[config.mk]
export PLATFORM = sky130hd
export DESIGN_NAME = control_decoder
export DESIGN_NICKNAME = d
export VERILOG_FILES = /design/src/rtl/control_decoder_pkg.sv /design/src/rtl/control_decode_comb.sv /design/src/rtl/control_decoder.sv
export SDC_FILE = /design/constraint.sdc
export NUM_CORES = 1
export LEC_CHECK = 0
export CORE_AREA = 2 2 45 47
export DETAILED_ROUTE_END_ITERATION = 10
export DIE_AREA = 0 0 47 49
export PLACE_DENSITY = 0.77
export SLEW_MARGIN = 20
export SYNTH_ARGS = -nofsm -noshare
export SYNTH_HDL_FRONTEND = slang
export SYNTH_SLANG_ARGS = --single-unit
[constraint.sdc]
create_clock -name clk -period 0.8 [get_ports clk]
set_input_delay 0.08 -clock clk [delete_from_list [all_inputs] [get_ports clk]]
set_output_delay 0.08 -clock clk [all_outputs]
set_load 0.005 [all_outputs]
[src/rtl/control_decoder_pkg.sv]
// Shared encodings for the RV32I main control decoder: ALU ops, immediate
// formats, writeback sources and the packed control word.
package control_decoder_pkg;

  localparam logic [3:0] ALU_ADD    = 4'b0000;
  localparam logic [3:0] ALU_SUB    = 4'b0001;
  localparam logic [3:0] ALU_SLL    = 4'b0010;
  localparam logic [3:0] ALU_SLT    = 4'b0011;
  localparam logic [3:0] ALU_SLTU   = 4'b0100;
  localparam logic [3:0] ALU_XOR    = 4'b0101;
  localparam logic [3:0] ALU_SRL    = 4'b0110;
  localparam logic [3:0] ALU_SRA    = 4'b0111;
  localparam logic [3:0] ALU_OR     = 4'b1000;
  localparam logic [3:0] ALU_AND    = 4'b1001;
  localparam logic [3:0] ALU_PASS_B = 4'b1111;

  localparam logic [2:0] IMM_I = 3'b000;
  localparam logic [2:0] IMM_S = 3'b001;
  localparam logic [2:0] IMM_B = 3'b010;
  localparam logic [2:0] IMM_J = 3'b011;
  localparam logic [2:0] IMM_U = 3'b100;

  localparam logic [1:0] WB_ALU = 2'b00;
  localparam logic [1:0] WB_MEM = 2'b01;
  localparam logic [1:0] WB_PC4 = 2'b10;

  typedef struct packed {
    logic       load;
    logic       store;
    logic [1:0] mem_to_reg;
    logic       reg_write;
    logic       mem_en;
    logic       operand_b;
    logic       operand_a;
    logic [2:0] imm_sel;
    logic       branch;
    logic       next_sel;
    logic [3:0] alu_control;
  } ctrl_t;

  // Register-register ops use funct7[5] for both SUB and SRA; immediate ops
  // only for SRAI, since ADDI has no subtract form.
  function automatic logic [3:0] alu_op(input logic [2:0] fun3, input logic fun7,
                                        input logic is_r);
    logic [3:0] op;
    unique case (fun3)
      3'b000:  op = (is_r && fun7) ? ALU_SUB : ALU_ADD;
      3'b001:  op = ALU_SLL;
      3'b010:  op = ALU_SLT;
      3'b011:  op = ALU_SLTU;
      3'b100:  op = ALU_XOR;
      3'b101:  op = fun7 ? ALU_SRA : ALU_SRL;
      3'b110:  op = ALU_OR;
      default: op = ALU_AND;
    endcase
    return op;
  endfunction

endpackage

[src/rtl/control_decode_comb.sv]
// Combinational decode of instruction-class strobes plus funct3/funct7[5]
// into the next datapath control word, with fixed strobe priority.
module control_decode_comb
  import control_decoder_pkg::*;
(
  input  logic       r_type,
  input  logic       i_type,
  input  logic       load,
  input  logic       store,
  input  logic       branch,
  input  logic       jal,
  input  logic       jalr,
  input  logic       lui,
  input  logic       auipc,
  input  logic [2:0] fun3,
  input  logic       fun7,
  output ctrl_t      ctrl
);

  always_comb begin
    // NOTE: the all-zero default first keeps every path assigned (no latch) and
    // doubles as the NOP word when no strobe is set.
    ctrl = '0;
    if (r_type) begin
      ctrl.reg_write   = 1'b1;
      ctrl.mem_to_reg  = WB_ALU;
      ctrl.alu_control = alu_op(fun3, fun7, 1'b1);
    end else if (i_type) begin
      ctrl.reg_write   = 1'b1;
      ctrl.operand_b   = 1'b1;
      ctrl.imm_sel     = IMM_I;
      ctrl.alu_control = alu_op(fun3, fun7, 1'b0);
    end else if (load) begin
      ctrl.load        = 1'b1;
      ctrl.reg_write   = 1'b1;
      ctrl.mem_to_reg  = WB_MEM;
      ctrl.operand_b   = 1'b1;
      ctrl.imm_sel     = IMM_I;
      ctrl.alu_control = ALU_ADD;
    end else if (store) begin
      ctrl.store       = 1'b1;
      ctrl.mem_en      = 1'b1;
      ctrl.operand_b   = 1'b1;
      ctrl.imm_sel     = IMM_S;
      ctrl.alu_control = ALU_ADD;
    end else if (branch) begin
      // ALU forms the branch target from PC + B-immediate.
      ctrl.branch      = 1'b1;
      ctrl.operand_a   = 1'b1;
      ctrl.operand_b   = 1'b1;
      ctrl.imm_sel     = IMM_B;
      ctrl.alu_control = ALU_ADD;
    end else if (jal) begin
      ctrl.reg_write   = 1'b1;
      ctrl.mem_to_reg  = WB_PC4;
      ctrl.next_sel    = 1'b1;
      ctrl.operand_a   = 1'b1;
      ctrl.operand_b   = 1'b1;
      ctrl.imm_sel     = IMM_J;
      ctrl.alu_control = ALU_ADD;
    end else if (jalr) begin
      ctrl.reg_write   = 1'b1;
      ctrl.mem_to_reg  = WB_ALU;
      ctrl.next_sel    = 1'b1;
      ctrl.operand_b   = 1'b1;
      ctrl.imm_sel     = IMM_I;
      ctrl.alu_control = ALU_ADD;
    end else if (lui) begin
      ctrl.reg_write   = 1'b1;
      ctrl.operand_b   = 1'b1;
      ctrl.imm_sel     = IMM_U;
      ctrl.alu_control = ALU_PASS_B;
    end else if (auipc) begin
      ctrl.reg_write   = 1'b1;
      ctrl.operand_a   = 1'b1;
      ctrl.operand_b   = 1'b1;
      ctrl.imm_sel     = IMM_U;
      ctrl.alu_control = ALU_ADD;
    end
  end

endmodule

[src/rtl/control_decoder.sv]
// RV32I main control decoder: registers the decoded control word so every
// datapath control appears one cycle after its strobes.
module control_decoder
  import control_decoder_pkg::*;
(
  input  logic       clk,
  input  logic       rst_n,
  input  logic [2:0] fun3,
  input  logic       fun7,
  input  logic       i_type,
  input  logic       r_type,
  input  logic       load,
  input  logic       store,
  input  logic       branch,
  input  logic       jal,
  input  logic       jalr,
  input  logic       lui,
  input  logic       auipc,
  output logic       Load,
  output logic       Store,
  output logic [1:0] mem_to_reg,
  output logic       reg_write,
  output logic       mem_en,
  output logic       operand_b,
  output logic       operand_a,
  output logic [2:0] imm_sel,
  output logic       Branch,
  output logic       next_sel,
  output logic [3:0] alu_control
);

  ctrl_t ctrl_d;
  ctrl_t ctrl_q;

  control_decode_comb u_decode (
    .r_type (r_type),
    .i_type (i_type),
    .load   (load),
    .store  (store),
    .branch (branch),
    .jal    (jal),
    .jalr   (jalr),
    .lui    (lui),
    .auipc  (auipc),
    .fun3   (fun3),
    .fun7   (fun7),
    .ctrl   (ctrl_d)
  );

  always_ff @(posedge clk or negedge rst_n) begin
    // NOTE: non-blocking assignment for registered state so every flop samples
    // pre-edge values regardless of evaluation order.
    if (!rst_n) ctrl_q <= '0;
    else        ctrl_q <= ctrl_d;
  end

  assign Load        = ctrl_q.load;
  assign Store       = ctrl_q.store;
  assign mem_to_reg  = ctrl_q.mem_to_reg;
  assign reg_write   = ctrl_q.reg_write;
  assign mem_en      = ctrl_q.mem_en;
  assign operand_b   = ctrl_q.operand_b;
  assign operand_a   = ctrl_q.operand_a;
  assign imm_sel     = ctrl_q.imm_sel;
  assign Branch      = ctrl_q.branch;
  assign next_sel    = ctrl_q.next_sel;
  assign alu_control = ctrl_q.alu_control;

endmodule

==> qor.csv, run 1 <==
metric,value,unit
violations,setup timing,
final_nets,123,
dieArea,0.002303,mm²
synth_top_cell_area_share,0.5814,
end_kind,primary output,
synth-seq-cells,15,
period_needed,867.0,ps
cellLeakagePower,0.5346,nW
cp.arrival,790,ps
grt_max_degree,16,
crit_required,720,ps
finalSetupViolCount,17,
finalHoldViolCount,0,
cts_tree,yes,
crit_buf_inv,1,
largest_register_ffs,4,
routed_wl,1553,µm
cp_top_family,flip-flops,
synth.largest_area_cell,dfrtp_1,
first_iter_violations,7,
num_vias,599,
fin_util,0.5611,
initial_core_util,0.3505,
slew_viol_final,0,
syn-mean-instance-area,10.76,µm²
ctsHtreeMaxLevel,1,
path_clk_slew,90,ps
postCtsHoldBufs,0,
cap_violations,0,
crit_chain,buf_2,
hold_class,in2async,
area_growth,60.08,%
syn_area,645.6,µm²
antennaDiodeCount,0,
fmax,1153,MHz
fp.dieH,49,µm
track_usage,0.1503,
gp_congestion,0.8111,
synth.net_count,75,
layout_common_cells,"buf_2, dfrtp_1, buf_4",
place.port_buffers,31,
boundaryPins,32,
synth_cells,60,
grt_pass1_vias,554,
start_kind,flop,
grt_pass1_wl,2359,µm
power_density,1464,mW/mm²
p_total,1.513,mW
die_w,47,µm
run_status,finished with violations,
tightest_slew,264.4,ps
final_common_cell,buf_2,
viasPerCell,4.470,
place_area,0.001092,mm²
cts_sinks,15,
final_area,0.001033,mm²
final_antenna_net_count,0,
setup_ws,-67.02,ps
antenna_found_initial,0,
drt_pre_antenna_iters,4,
max_slew_margin,0.8222,
crit_type,reg2out,
ys_types,22,
path_max_fanout,1,
drc,0,
hpwl,1196,µm
peakVddDrop,0.7509,mV
drive_above_1_share,0.4299,
stdcell_count,134,
wire_per_inst,11.59,µm
rsz0062_at_grt,true,
ys_seq_area_frac,0.5814,
clk_path_buf_depth,2,
rows,16,
critical-path-slowest-cell,dfrtp_1,
coreArea,0.001842,mm²
synth_area_leaders,"dfrtp_1, nor2_1, nor4b_4",
post-route-period-util,1.084,
cp_slowest_stage_delay,380,ps
grt-ovfl-total,0,
cts_made_buffers,3,
post_cts_buffers,0,
nFillCells,191,
synth_warnings,0,
cts_root_buf,clkbuf_4,
placed_cells,130,
[synth_stat cells, drive strengths merged]
| cell type | n |
|---|---|
| inv | 1 |
| a31oi | 2 |
| and3 | 1 |
| buf | 2 |
| and2b | 1 |
| and2 | 2 |
| o31ai | 2 |
| dfrtp | 15 |
| nor4 | 2 |
| nor2 | 13 |
| o21ai | 1 |
| nand2b | 2 |
| a32o | 1 |
| nand2 | 4 |
| mux2 | 1 |
| or2 | 1 |
| a21oi | 4 |
| a32oi | 1 |
| xnor2 | 1 |
| nor3 | 2 |
| nor4b | 1 |
[layer usage]
metal / track usage / wire [µm] / share of wire
met1: 0.1788 / 633 / 0.41
met2: 0.2237 / 755 / 0.49
met3: 0.01481 / 99 / 0.064
met4: 0.1389 / 65 / 0.042
met5: 0 / 0 / 0
[cell families after synthesis]
kind of cell    synth area share
xor+xnor                 0.01357
flops                     0.5814
compound gates            0.1163
buf+inv                  0.02906
mux                      0.01744
simple gates              0.2422
[cell type report]
type | count | area [µm²] | share of cell area
sequential | 15 | 375.4 | 0.3632
tap | 27 | 33.78 | 0.03269
inverter | 1 | 3.754 | 0.003632
timing repair buffer | 45 | 320.3 | 0.3099
clock buffer | 3 | 22.52 | 0.02179
multi-input combinational | 42 | 272.8 | 0.2639
clock inverter | 1 | 5.005 | 0.004843
[through the flow]
step / worst slack, ps / hold WS [ps] / TNS, ps
floorplan: 72.07 / -215.6 / 0
global placement: -477.2 / 424.3 / -7174
detailed placement: -492.0 / 422.6 / -7512
CTS: -78.05 / 111.7 / -971.6
global route: -114.0 / 98.95 / -1531
finish: -67.02 / 109.9 / -899.8
[worst paths after layout]
kind	from	to	slack [ps]	cells after the start
setup / recovery	Branch$_DFF_PN0_	Branch	-70	1
hold / removal	rst_n	imm_sel[2]$_DFF_PN0_	110	2
max in group asynchronous	rst_n	alu_control[3]$_DFF_PN0_	570	2
min in group clk	jalr	next_sel$_DFF_PN0_	130	3
[power breakdown]
part	internal [mW]	total (mW)	switching (mW)
Clock	0.186	0.431	0.245
Combinational	0.153	0.288	0.134
Sequential	0.789	0.795	0.00654
Total	1.13	1.51	0.385
[what timing repair did]
item / 4_1_cts / 5_1_grt
setup endpoints to repair: 32 / 20
gates resized for setup: 85 / 4
pin swaps: 4 / 2
No activity file was read; power rests on OpenSTA's default activity.
==> run 2: changes to the inputs <==
Settings changed: RECOVER_POWER set to 25.
==> run 2 against run 1 <==
  * The flow still finishes with violations (setup timing)
  * Global-route usage unchanged
  * Count of clock-buffer cells in the layout is the same
  * Via count rose by 0.67%
  * Die area is the same
  * Hold slack improved by 24 ps
  * Wire length is 0.26% higher
  * Core utilization fell by 0.82 points
  * First-iteration DRC count is the same
  * Critical path type unchanged
==> qor.csv, run 2 (synthesis results as in run 1) <==
metric,value,unit,change
rows,16,,unchanged
tns,-908.5,ps,-8.765 ps
cts_made_buffers,3,,unchanged
switching_power,384.7,µW,-0.22%
grt_max_degree,16,,unchanged
largest_register_ffs,4,,unchanged
crit_required,720,ps,about the same
crit_chain,buf_2,,
dieArea,0.002303,mm²,unchanged
path_max_fanout,1,,unchanged
cellLeakagePower,0.5296,nW,-0.93%
grt-ovfl-total,0,,unchanged
slew_viol_final,0,,unchanged
fmax,1153,MHz,about the same
grt_pass1_wl,2359,µm,unchanged
period_needed,867.4,ps,+0.4112 ps
min_path_cells,3,,
min-delay-start,jalr,,
boundaryPins,32,,unchanged
layout_common_cells,"buf_2, dfrtp_1, buf_4",,
cts_sinks,15,,unchanged
final_common_cell,buf_2,,
initial_core_util,0.3505,,unchanged
p_comb_frac,0.184,,-0.006
routed_wl,1557,µm,+0.26%
die_w,47,µm,unchanged
drc,0,,unchanged
drive_above_1_share,0.4299,,unchanged
track_usage,0.1503,,unchanged
min_to,next_sel$_DFF_PN0_,,
start_kind,flop,,
cts_tree,yes,,
cp_top_family,flip-flops,,
max_slew_margin,0.7564,,-0.06587
gp_congestion,0.8111,,unchanged
fin_util,0.5530,,-0.008152
end_kind,primary output,,
clk_path_buf_depth,2,,unchanged
finalSetupViolCount,17,,unchanged
hpwl,1196,µm,unchanged
placed_cells,130,,unchanged
grt_pass1_vias,554,,unchanged
wire_per_inst,11.62,µm,+0.26%
rsz0062_at_grt,true,,
finalHoldViolCount,0,,unchanged
cap_violations,0,,unchanged
drt_pre_antenna_iters,4,,unchanged
stdcell_count,134,,unchanged
fp.dieH,49,µm,unchanged
crit_buf_inv,1,,unchanged
run_status,finished with violations,,
cp.arrival,790,ps,about the same
setup_ws,-67.43,ps,-0.4112 ps
antenna_found_initial,0,,unchanged
area_growth,57.75,%,
startpoint,Branch$_DFF_PN0_,,
antennaDiodeCount,0,,unchanged
crit_type,reg2out,,
postCtsHoldBufs,0,,unchanged
power.clock.fraction,0.287,,+0.002
power_density,1476,mW/mm²,+0.80%
hold-worst-slack,133.6,ps,+23.70 ps
cts_root_buf,clkbuf_4,,
first_iter_violations,7,,unchanged
ctsHtreeMaxLevel,1,,unchanged
peakVddDrop,0.7510,mV,about the same
final_area,0.001018,mm²,-1.5%
swShare,0.2559,,+0.001149
cp_slowest_stage_delay,380,ps,about the same
coreArea,0.001842,mm²,unchanged
critical-path-slowest-cell,dfrtp_1,,
final_antenna_net_count,0,,unchanged
tightest_slew,365.4,ps,+101.0 ps
num_vias,603,,+0.67%
viasPerCell,4.500,,+0.67%
post-route-period-util,1.084,,about the same
seqPwrFrac,0.529,,+0.004
path_clk_slew,90,ps,about the same
final_nets,123,,unchanged
violations,setup timing,,
place_area,0.001092,mm²,unchanged
internal_power,1.119,mW,-0.82%
place.port_buffers,31,,unchanged
hold_class,in2reg,,
[run 2: cell types whose count changed in the layout (fill, tap and decap cells not counted), sizes merged]
cell / before / now
buf: 31 / 30
clkbuf: 5 / 6
clkdlybuf4s50: 2 / 1
dlygate4sd3: 0 / 1
[run 2: how the worst max path moves through the flow]
stage | cells after the start | slack, ps | end
CTS | 1 | -80 | imm_sel[2]
floorplan | 2 | 70 | alu_control[3]$_DFF_PN0_
global route | 1 | -110 | imm_sel[2]
global placement | 3 | -480 | alu_control[3]$_DFF_PN0_
finish | 1 | -70 | Branch
detailed placement | 4 | -490 | alu_control[0]$_DFF_PN0_
[run 2: per-stage QoR]
step                power, mW  setup WS, ps
finish                  1.503        -67.43
CTS                     1.515        -78.05
global placement        1.139        -477.2
global route            1.580        -114.0
floorplan              0.8944         72.07
detailed placement      1.144        -492.0
[run 2: what timing repair did]
action | 4_1_cts | 5_1_grt
pin swaps | 4 | 2
buffers inserted | 0 | 0
setup endpoints to repair | 32 | 20
hold endpoints to repair | 0 | 0
resized for setup | 85 | 4
[run 2: area by class of cell]
| type | instances | area, µm² |
|---|---|---|
| multi-input combinational | 42 | 272.8 |
| sequential | 15 | 375.4 |
| timing repair buffer | 45 | 305.3 |
| clock inverter | 1 | 5.005 |
| clock buffer | 3 | 22.52 |
| tap | 27 | 33.78 |
| inverter | 1 | 3.754 |
| fill | 192 | 823.3 |
[run 2: power by group through the flow]
stage / combinational [mW] / clock [mW] / sequential (mW)
finish: 0.277 / 0.431 / 0.795
global route: 0.306 / 0.475 / 0.800
CTS: 0.290 / 0.429 / 0.796
detailed placement: 0.331 / 0 / 0.813
global placement: 0.327 / 0 / 0.812
floorplan: 0.0765 / 0 / 0.818
[run 2: metal layers]
layer	GRT usage	wire length, µm
met1	0.1788	626
met2	0.2237	764
met5	0	0
met4	0.1389	65
met3	0.01481	101
